[src/rtl/mul_execute_unit.sv]
// mul_execute_unit: multi-cycle shift-add multiplier for the EX stage.
// Launches on MUL_OP with a valid instruction, stalls the pipeline while it
// iterates one multiplier bit per cycle, then pulses done_o with the low
// DATA_WIDTH bits of the product on result_o.
// Ports:
//   clk, reset          - rising-edge clock, async active-low reset
//   ALU_Operation_i     - operation code from ALU control
//   valid_i, flush_i    - EX holds a real instruction / abort in-flight multiply
//   rs1_data_i/rs2_data_i - multiplicand / multiplier
//   stall_o             - hold IF/ID/EX (combinational: includes launch cycle)
//   busy_o, done_o      - FSM in BUSY / one-cycle result-valid pulse
//   result_o            - last completed product, held until next completion
module mul_execute_unit #(
   parameter int unsigned DATA_WIDTH = 32,
   parameter logic [3:0]  MUL_OP     = 4'b1110
) (
   input  logic                  clk,
   input  logic                  reset,
   input  logic [3:0]            ALU_Operation_i,
   input  logic                  valid_i,
   input  logic                  flush_i,
   input  logic [DATA_WIDTH-1:0] rs1_data_i,
   input  logic [DATA_WIDTH-1:0] rs2_data_i,
   output logic                  stall_o,
   output logic                  busy_o,
   output logic                  done_o,
   output logic [DATA_WIDTH-1:0] result_o
);

   localparam int unsigned CNT_W = (DATA_WIDTH > 1) ? $clog2(DATA_WIDTH) : 1;
   localparam logic [CNT_W-1:0] CNT_LAST = CNT_W'(DATA_WIDTH - 1);

   typedef enum logic [1:0] {
      S_IDLE = 2'd0,
      S_BUSY = 2'd1,
      S_DONE = 2'd2
   } state_t;

   state_t                state_q, state_d;
   logic [DATA_WIDTH-1:0] acc_q, acc_d;
   logic [DATA_WIDTH-1:0] mcand_q, mcand_d;
   logic [DATA_WIDTH-1:0] mplier_q, mplier_d;
   logic [CNT_W-1:0]      cnt_q, cnt_d;
   logic [DATA_WIDTH-1:0] result_q, result_d;
   logic                  done_q, done_d;
   logic                  busy_q, busy_d;
   logic                  start_c;

   assign start_c = valid_i && (ALU_Operation_i == MUL_OP) && !flush_i;

   // Next-state and datapath update
   always_comb begin
      state_d  = state_q;
      acc_d    = acc_q;
      mcand_d  = mcand_q;
      mplier_d = mplier_q;
      cnt_d    = cnt_q;
      result_d = result_q;
      done_d   = 1'b0;
      busy_d   = 1'b0;
      case (state_q)
         S_IDLE: begin
            if (start_c) begin
               mcand_d  = rs1_data_i;
               mplier_d = rs2_data_i;
               acc_d    = '0;
               cnt_d    = '0;
               state_d  = S_BUSY;
               busy_d   = 1'b1;
            end
         end
         S_BUSY: begin
            if (flush_i) begin
               state_d = S_IDLE;
            end else begin
               acc_d    = mplier_q[0] ? (acc_q + mcand_q) : acc_q;
               mcand_d  = mcand_q << 1;
               mplier_d = mplier_q >> 1;
               cnt_d    = cnt_q + CNT_W'(1);
               if (cnt_q == CNT_LAST) begin
                  // Final iteration: publish the product as we enter DONE
                  state_d  = S_DONE;
                  result_d = acc_d;
                  done_d   = 1'b1;
               end else begin
                  busy_d = 1'b1;
               end
            end
         end
         // DONE always returns to IDLE so the held MUL cannot relaunch
         S_DONE:  state_d = S_IDLE;
         default: state_d = S_IDLE;
      endcase
   end

   // State and datapath registers
   always_ff @(posedge clk or negedge reset) begin
      if (!reset) begin
         state_q  <= S_IDLE;
         acc_q    <= '0;
         mcand_q  <= '0;
         mplier_q <= '0;
         cnt_q    <= '0;
         result_q <= '0;
         done_q   <= 1'b0;
         busy_q   <= 1'b0;
      end else begin
         state_q  <= state_d;
         acc_q    <= acc_d;
         mcand_q  <= mcand_d;
         mplier_q <= mplier_d;
         cnt_q    <= cnt_d;
         result_q <= result_d;
         done_q   <= done_d;
         busy_q   <= busy_d;
      end
   end

   // Stall covers the launch cycle as well as every BUSY cycle
   assign stall_o  = (state_q == S_BUSY) || ((state_q == S_IDLE) && start_c);
   assign busy_o   = busy_q;
   assign done_o   = done_q;
   assign result_o = result_q;

endmodule

[config.mk]
export PLATFORM = sky130hd
export DESIGN_NAME = mul_execute_unit
export DESIGN_NICKNAME = d
export VERILOG_FILES = /design/src/rtl/mul_execute_unit.sv
export SDC_FILE = /design/constraint.sdc
export NUM_CORES = 1
export LEC_CHECK = 0
export BUFFER_PORTS_ARGS = -buffer_cell sky130_fd_sc_hd__clkbuf_2
export CAP_MARGIN = 40
export CORE_UTILIZATION = 55
export CTS_BUF_LIST = sky130_fd_sc_hd__clkbuf_8
export DETAILED_ROUTE_END_ITERATION = 7
export GPL_ROUTABILITY_DRIVEN = 1
export PLACE_DENSITY = 0.77
export SYNTH_ARGS = -nofsm -noshare
export SYNTH_HDL_FRONTEND = slang
export SYNTH_SLANG_ARGS = --single-unit
[constraint.sdc]
create_clock -name clk -period 4.75 [get_ports clk]
set_input_delay 0.475 -clock clk [delete_from_list [all_inputs] [get_ports clk]]
set_output_delay 0.475 -clock clk [all_outputs]
set_load 0.01 [all_outputs]
==> results of run 1 <==
==> area by class of cell <==
cell class | instances | area [µm²]
clock buffer | 19 | 262
clock inverter | 12 | 93.8
fill | 1143 | 4670
inverter | 7 | 26.3
multi-input combinational | 614 | 3870
sequential | 137 | 3430
tap | 176 | 220
timing repair buffer | 119 | 677
==> sequential cells by signal, summed over array words and instances, names as in the netlist <==
register / count
mplier_q: 32
state_q: 2
mcand_q: 32
cnt_q: 5
acc_q: 32
done_o: 1
result_o: 32
busy_o: 1
==> per-stage QoR <==
stage                     cell area [µm²]  hold slack, ns  std cells  setup slack, ns
final                                8580           0.224       1084             1.72
after CTS                            8580           0.204       1084             1.72
after global routing                 8580           0.189       1084             1.55
after global placement               8150           0.459       1049             1.86
after detailed placement             8210           0.360       1052             1.78
after floorplan                      7490           0.179        808             2.07
==> cells by family after synthesis <==
logic type / after synthesis / synth area share [%]
AOI/OAI and AO/OA: 240 / 21.6
xor gates and xnor gates: 29 / 3.39
muxes: 39 / 5.21
adders and majority gates: 34 / 5.78
and+or+nand+nor: 272 / 15.3
DFF: 137 / 45.8
buffers and inverters: 57 / 2.96
==> worst paths after layout <==
| check | start | depth (start not counted) | end |
|---|---|---|---|
| max in group asynchronous | reset | 4 | mplier_q[25] |
| max | state_q[0] | 6 | stall_o |
| min in group asynchronous | reset | 2 | mcand_q[19] |
| min reg2reg | mplier_q[19] | 2 | mplier_q[19] |
| max reg2reg | acc_q[0] | 11 | result_o[28] |
| min | rs1_data_i[0] | 3 | mcand_q[0] |
==> critical path, stage by stage (launching register included) <==
cell and delay, ns:
dfrtp_1 0.38, nor2_1 0.15, nand3_1 0.10, nor4_2 0.46, buf_4 0.61, or2_2 0.23, clkbuf_2 0.13
==> power by group <==
group          internal (µW)  total, µW  switching (µW)
clock                    391        862             470
combinational            269        671             403
sequential              1320       1450             125
==> layer usage <==
metal / vias to the layer above / share of wire [%] / track usage [%]
met2: 150 / 46 / 41.4
met3: 19 / 6.1 / 7.24
li1: 3057 / - / -
met1: 2942 / 47 / 36.2
met4: 0 / 1.1 / 6.17
met5: - / 0 / 0
==> what timing repair did <==
item / in CTS / in global routing
hold buffers: 1 / 0
hold endpoints to repair: 26 / 0
gates resized for setup: 0 / 0
==> cells in the final DEF, fill, tap and decap left out, drive strengths merged, types with 3 or more instances in the layout <==
master,n
nor3,9
o21ai,67
a31oi,4
mux2i,39
o22ai,5
nand4,6
buf,13
and3,10
clkinv,3
a311o,3
o31ai,3
dfrtp,137
o21bai,6
nand2b,4
a22oi,46
ha,33
xor2,10
clkinvlp,4
nor2b,7
a21oi,41
a22o,21
xnor2,19
clkbuf,124
nand3,9
nand2,186
a21o,22
inv,12
a211oi,5
nor2,33
==> flow_summary.json, run 1 <==
{
  "status": "completed",
  "synth_area_leaders": "dfrtp_1 (46%), nand2_1 (9.3%), ha_1 (5.5%)",
  "crit_required_ns": 4.28,
  "area_delta_synth_final_pct": 14.5,
  "hpwl_um": 12100,
  "drtIter0Drc": 412,
  "track_usage_pct": 26.3,
  "initial_utilization_pct": 56.6,
  "seq_area_frac_synth_pct": 45.8,
  "path_clk_slew_ns": 0.09,
  "worstSetupPathType": "reg -> out",
  "synth_area_um2": 7490,
  "rsz0062_at_grt": "no",
  "synth_common_cells": "nand2_1 (186), dfrtp_1 (137), a22oi_1 (46)",
  "skew_ns": 0.0155,
  "h-tree-depth": 4,
  "setup_viol": 0,
  "die-width_um": 119,
  "num_rows": 42,
  "antenna_found_initial": 0,
  "io_buffers": 106,
  "synth-async-reset-ratio_pct": 100,
  "cts_setup_buffers": 0,
  "cp.arrival_ns": 2.55,
  "drt_first_pass_iters": 5,
  "postSynth.topFlopCell": "dfrtp_1",
  "slew_violations": 0,
  "r2r_slack_ns": 1.74,
  "cts.path.max_buffers": 2,
  "tns_ns": 0,
  "synth_top_area_cell": "dfrtp_1",
  "hp-class": "in -> reg",
  "p_leak_uw": 0.00438,
  "cts-root-buf": "clkbuf_8",
  "vias_per_cell": 5.69,
  "insertedDiodeCount": 0,
  "nets": 1002,
  "yosysWarnings": 0,
  "synth_edf_count": 0,
  "max_freq_mhz": 330,
  "finalCritPeriodShare_pct": 63.8,
  "postLayoutCoreUtil_pct": 64.8,
  "period_minus_slack_ns": 3.03,
  "hold_viol_final": 0,
  "wire_per_inst_um": 16.0,
  "drive_gt1_share_pct": 18.1,
  "clock_latency_ns": 0.46,
  "synthCells": 808,
  "wl_um": 17400,
  "drtAntennaViolNets": 0,
  "syn-mean-instance-area_um2": 9.27,
  "cp_max_fo": 61,
  "cts_tree": "built",
  "irDropWorstVdd_v": 0.000336,
  "cts_made_buffers": 17,
  "die-area_um2": 14100,
  "grt_pass1_wl_um": 29400,
  "drc": 0,
  "max-slew-margin-rel_pct": 43.6,
  "coreArea_um2": 13200,
  "max-cap-violations": 0,
  "ios": 107,
  "worst_slew_pin_slew_ns": 0.845,
  "synth_fp_nets": 914,
  "ys_ff_latch": 137,
  "critical_path.endpoint_type": "output pin",
  "finalPower_uw": 2980,
  "grt_pass1_vias": 5986,
  "synth_top_area_share_pct": 45.8,
  "vias": 6168,
  "cts.sinks": 137,
  "die_h_um": 119,
  "start_kind": "flop",
  "synth.most_common_cell": "nand2_1",
  "grt.overflow.total": 0,
  "grt_max_degree": 80,
  "post_synth_num_cell_types": 56,
  "place.gp.congestion": 0.895,
  "power_density_nw_per_um2": 347
}
Power figures use the tool's default switching activity.
==> inputs of run 2 (changes only) <==
==> constraint.sdc (replaced) <==
create_clock -name clk -period 2.9 [get_ports clk]
set_input_delay 0.29 -clock clk [delete_from_list [all_inputs] [get_ports clk]]
set_output_delay 0.29 -clock clk [all_outputs]
set_load 0.01 [all_outputs]
==> run 2 against run 1 <==
- global-route usage rose by 0.25 points
- utilization up 2.0 points
- largest power group unchanged
- clock-buffer cell count stayed put
- worst setup slack lost 1.6 ns
- die area unchanged
- combinational power rose by 73%
- non-clock buffer count is 13 higher
==> flow_summary.json, run 2 (same netlist as run 1, synthesis figures left out) <==
{
  "max_freq_mhz": 357,
  "irDropWorstVdd_v": 0.000438,
  "antenna_found_initial": 0,
  "cts.sinks": 137,
  "area_delta_synth_final_pct": 17.9,
  "critical_path.endpoint_type": "flop",
  "worstSetupPathType": "reg -> reg",
  "routed-wl-met2_um": 8170,
  "holdPathStages": 3,
  "hold_viol_final": 0,
  "period_minus_slack_ns": 2.80,
  "max-cap-violations": 0,
  "slew_violations": 0,
  "hp-class": "in -> reg",
  "drt_first_pass_iters": 5,
  "grt_max_degree": 64,
  "rr_worst_depth": 9,
  "place.gp.congestion": 0.883,
  "setup_viol": 0,
  "fill_cells": 1117,
  "crit_top_cell": "a311o_1",
  "power_density_nw_per_um2": 578,
  "grt.overflow.total": 0,
  "max-slew-margin-rel_pct": 62.3,
  "tns_ns": 0,
  "drtIter0Drc": 355,
  "path_clk_slew_ns": 0.08,
  "worstReg2RegEnd": "acc_q[31]",
  "final_common_cell": "nand2_1",
  "wl_met1_um": 8410,
  "clock_latency_ns": 0.47,
  "finalCritPeriodShare_pct": 96.5,
  "vias_per_cell": 5.72,
  "coreArea_um2": 13200,
  "cts_made_buffers": 17,
  "drtAntennaViolNets": 0,
  "worstPathCellList": "ha_2 -> a21o_1 -> a221oi_2 -> a21oi_2 -> o21ai_2 -> a211oi_4 -> o221a_1 -> a311o_1 -> a311o_1",
  "wl_um": 18000,
  "wire_per_inst_um": 16.4,
  "crit_slowest_cell": "dfrtp_1",
  "postLayoutCoreUtil_pct": 66.7,
  "cts_tree": "built",
  "num_rows": 42,
  "skew_ns": 0.0121,
  "die-area_um2": 14100,
  "pre_cts_ws_ns": 0.0327,
  "final_cell_mix": "nand2_1 (185), dfrtp_1 (136), clkbuf_2 (105)",
  "vias": 6281,
  "r2r_slack_ns": 0.10,
  "worstHoldEndpoint": "mcand_q[0]",
  "insertedDiodeCount": 0,
  "io_buffers": 106,
  "met3_length_um": 1080,
  "initial_utilization_pct": 56.6,
  "status": "completed",
  "die_h_um": 119,
  "crit_required_ns": 3.26,
  "drive_gt1_share_pct": 21.7,
  "critPathBufInv": 0,
  "highest_layer": "met4",
  "cp_max_fo": 5,
  "regToRegStartpoint": "acc_q[9]",
  "p_leak_uw": 0.00444,
  "die-width_um": 119,
  "grt_pass1_wl_um": 29600,
  "worst_slew_pin_slew_ns": 0.566,
  "track_usage_pct": 26.6,
  "cts.path.max_buffers": 2,
  "cts-root-buf": "clkbuf_8",
  "drc": 0,
  "h-tree-depth": 4,
  "hpwl_um": 12100,
  "cp.arrival_ns": 3.15,
  "fin_ws_ns": 0.103,
  "ios": 107,
  "hp-start": "rs1_data_i[0]",
  "start_kind": "flop",
  "cpPeakStageDelay_ns": 0.41,
  "crit_family": "compound AO/OA/AOI/OAI gates",
  "nets": 1015,
  "grt_pass1_vias": 6130
}
run 2: area by class of cell:
cell class	instances	area (µm²)	area share [%]
Timing Repair Buffer	132	747	8.45
Clock inverter	13	135	1.53
Inverter	7	26.3	0.297
Tap cell	176	220	2.49
Sequential cell	137	3430	38.8
Multi-Input combinational cell	614	4020	45.5
Clock buffer	19	262	2.96
run 2: layer usage:
layer	up-vias	track usage (%)
li1	3089	-
met1	2979	36.1
met2	187	41.9
met3	26	5.60
met4	0	9.81
met5	-	0
run 2: how the worst max path moves through the flow:
stage	slack, ns	cells past startpoint	endpoint	from
floorplan	0.22	10	acc_q[31]	acc_q[14]
global placement	0.08	12	result_o[28]	acc_q[0]
detailed placement	0.03	12	result_o[28]	acc_q[0]
CTS	0.02	10	acc_q[31]	acc_q[5]
global route	-0.005	10	result_o[29]	acc_q[9]
finish	0.10	9	acc_q[31]	acc_q[9]
run 2: stage by stage:
stage	total power (µW)	hold WS, ns	instance area [µm²]	std cells
after detailed placement	3510	0.307	8260	1062
after global routing	5390	0.0450	8840	1098
after CTS	5080	0.0146	8680	1095
after floorplan	3160	-0.00559	7490	808
after global placement	3480	0.304	8260	1062
final	5110	0.0416	8840	1098
run 2: where the power goes:
part | total, µW | switching [µW] | internal, µW | leakage [µW]
clock network | 1570 | 819 | 749 | 0.000202
registers | 2380 | 219 | 2160 | 0.00185
logic | 1160 | 681 | 479 | 0.00240
total | 5110 | 1720 | 3390 | 0.00444
run 2: tightest hold or removal path: stages:
cell and delay, ns:
clkbuf_2 0.08, nand2_1 0.04, o21ai_0 0.06
run 2: what timing repair did:
| item | in CTS | in global routing |
|---|---|---|
| pin swaps | 0 | 14 |
| hold buffers | 1 | 0 |
| endpoints found under the setup margin | 2 | 17 |
| gates resized for setup | 1 | 26 |
| hold endpoints to repair | 57 | 0 |
| buffers inserted | 0 | 3 |
==> inputs of run 3 (changes only) <==
--- a/config.mk
+++ b/config.mk
@@ -5,13 +5,14 @@
 export SDC_FILE = /design/constraint.sdc
 export NUM_CORES = 1
 export LEC_CHECK = 0
+export ABC_AREA = 1
 export BUFFER_PORTS_ARGS = -buffer_cell sky130_fd_sc_hd__clkbuf_2
 export CAP_MARGIN = 40
 export CORE_UTILIZATION = 55
 export CTS_BUF_LIST = sky130_fd_sc_hd__clkbuf_8
 export DETAILED_ROUTE_END_ITERATION = 7
 export GPL_ROUTABILITY_DRIVEN = 1
-export PLACE_DENSITY = 0.77
+export PLACE_DENSITY = 0.76
 export SYNTH_ARGS = -nofsm -noshare
 export SYNTH_HDL_FRONTEND = slang
 export SYNTH_SLANG_ARGS = --single-unit
==> run 3 against run 2 <==
- maximum frequency increased by 19%
- clock skew increased by 0.0071 ns
- utilization decreased by 2.7 points
- via count increased by 21%
- clock power increased by 13%
- sequential power increased by 8.8%
- combinational power increased by 140%
- hold slack got worse by 0.00078 ns
- clock-buffer cell count increased by 1
- design area increased by 5.8%
- die area increased by 9.9%
==> flow_summary.json, run 3 <==
{
  "postSynth.topFlopCell": "dfrtp_1",
  "synth_fp_nets": 1263,
  "setup_viol": 0,
  "synth_area_leaders": "dfrtp_1 (42%), nand2_1 (21%), inv_1 (6.3%)",
  "num_rows": 44,
  "place.gp.congestion": 0.919,
  "initial_utilization_pct": 56.5,
  "cts.sinks": 137,
  "skew_ns": 0.0192,
  "grt_max_degree": 70,
  "synth_top_area_share_pct": 41.6,
  "slew_violations": 0,
  "synth.most_common_cell": "nand2_1",
  "drtAntennaViolNets": 0,
  "coreArea_um2": 14600,
  "die-area_um2": 15500,
  "grt_pass1_vias": 7442,
  "multiInputGateArea_um2": 4070,
  "irDropWorstVdd_v": 0.000419,
  "wl_um": 21000,
  "drc": 0,
  "synth_common_cells": "nand2_1 (466), inv_1 (138), dfrtp_1 (137)",
  "io_buffers": 106,
  "h-tree-depth": 4,
  "hold_viol_final": 0,
  "tns_ns": 0,
  "wire_per_inst_um": 14.5,
  "cp_max_fo": 5,
  "status": "completed",
  "grt.overflow.total": 0,
  "clock_latency_ns": 0.46,
  "cts_resized": 0,
  "post_synth_num_cell_types": 37,
  "die-width_um": 124,
  "area_delta_synth_final_pct": 13.4,
  "track_usage_pct": 29.1,
  "yosysWarnings": 0,
  "drt_first_pass_iters": 5,
  "cp.arrival_ns": 2.63,
  "cts-root-buf": "clkbuf_8",
  "max_freq_mhz": 427,
  "insertedDiodeCount": 0,
  "p_leak_uw": 0.00546,
  "worst_slew_pin_slew_ns": 0.854,
  "drtIter0Drc": 432,
  "cts_made_buffers": 17,
  "vias": 7597,
  "path_clk_slew_ns": 0.09,
  "power_density_nw_per_um2": 763,
  "seq_area_frac_synth_pct": 41.6,
  "vias_per_cell": 5.25,
  "ys_ff_latch": 137,
  "antenna_found_initial": 0,
  "synth_edf_count": 0,
  "ios": 107,
  "critical_path.endpoint_type": "flop",
  "synth-async-reset-ratio_pct": 100,
  "seq_area_um2": 3430,
  "final_common_cell": "nand2_1",
  "grt_pass1_wl_um": 36000,
  "max-cap-violations": 0,
  "drive_gt1_share_pct": 13.8,
  "die_h_um": 124,
  "period_minus_slack_ns": 2.34,
  "hp-class": "in -> reg",
  "final_cell_mix": "nand2_1 (466), inv_1 (138), dfrtp_1 (137)",
  "synthCells": 1157,
  "final_cells": 1448,
  "fill_cells": 1382,
  "post-place-cells": 1415,
  "cts.path.max_buffers": 2,
  "max-slew-margin-rel_pct": 43.0,
  "cts_tree": "built",
  "rsz0062_at_grt": "no",
  "finalCritPeriodShare_pct": 80.7,
  "synth_top_area_cell": "dfrtp_1",
  "synth_area_um2": 8250,
  "nets": 1357,
  "hpwl_um": 15200,
  "crit_required_ns": 3.19,
  "start_kind": "flop",
  "syn-mean-instance-area_um2": 7.13,
  "worstSetupPathType": "reg -> reg"
}
run 3: cell type report:
| cell class | count | area share, % |
|---|---|---|
| Tap cell | 184 | 2.46 |
| Clock buffer | 20 | 2.94 |
| Timing Repair Buffer | 116 | 6.70 |
| Clock inverter | 12 | 1.86 |
| Sequential cell | 137 | 36.7 |
| Inverter | 144 | 5.79 |
| Multi-Input combinational cell | 835 | 43.6 |
run 3: repair_timing:
| action | CTS | global route |
|---|---|---|
| endpoints found under the hold margin | 58 | 0 |
| hold buffers | 1 | 0 |
| buffers inserted | 0 | 0 |
run 3: worst max-delay path: stages, from the launching register on:
cell	delay, ns
dfrtp_1	0.42
ha_1	0.26
fa_1	0.46
nand3_1	0.10
nand3_1	0.14
nand3_1	0.11
nand3_1	0.14
nand2_1	0.15
nand2_1	0.06
nand2_1	0.05
nand3_1	0.08
nand3_1	0.11
o21ai_0	0.08
run 3: kinds of logic after synthesis:
| group | Yosys count | synth area share [%] |
|---|---|---|
| compound gates | 131 | 10.0 |
| xor+xnor | 14 | 1.49 |
| simple gates | 656 | 32.6 |
| buf+inv | 185 | 9.04 |
| flops | 137 | 41.6 |
| fa+ha+maj | 34 | 5.25 |
run 3: metal layers:
layer | up-vias | share of wire (%) | global-route usage (%)
met2 | 226 | 46 | 46.6
met4 | 0 | 3.4 | 13.2
met5 | - | 0 | 0
met1 | 3463 | 45 | 38.3
met3 | 43 | 4.7 | 5.24
li1 | 3865 | - | -
run 3: per-stage QoR:
| step | setup slack (ns) | util (%) | hold slack [ns] | area [µm²] | power (µW) |
|---|---|---|---|---|---|
| 6_report | 0.559 | 64.1 | 0.0408 | 9350 | 7130 |
| 4_1_cts | 0.572 | 64.1 | 0.0230 | 9350 | 7140 |
| 5_1_grt | 0.398 | 64.1 | 0.0284 | 9350 | 7710 |
| 3_5_place_dp | 0.593 | 60.9 | 0.307 | 8890 | 5360 |
| 2_1_floorplan | 0.982 | - | -0.00559 | 8250 | 4620 |
| 3_3_place_gp | 0.711 | 60.9 | 0.305 | 8890 | 5310 |
run 3: worst paths after layout:
check,slack [ns],to,cells past startpoint,from
max in group asynchronous,1.78,cnt_q[4],3,reset
min in group asynchronous,0.36,acc_q[13],2,reset
setup reg to reg,0.56,acc_q[20],12,mcand_q[0]
setup / recovery,0.56,acc_q[20],12,mcand_q[0]
hold reg to reg,0.48,result_o[21],2,result_o[21]
hold / removal,0.04,mcand_q[12],3,rs1_data_i[12]
run 3: report_power, final:
group	switching (µW)	internal, µW	leakage (µW)
Sequential	313	2280	0.00179
Clock	831	950	0.000230
Combinational	1750	1000	0.00343
Total	2900	4230	0.00546
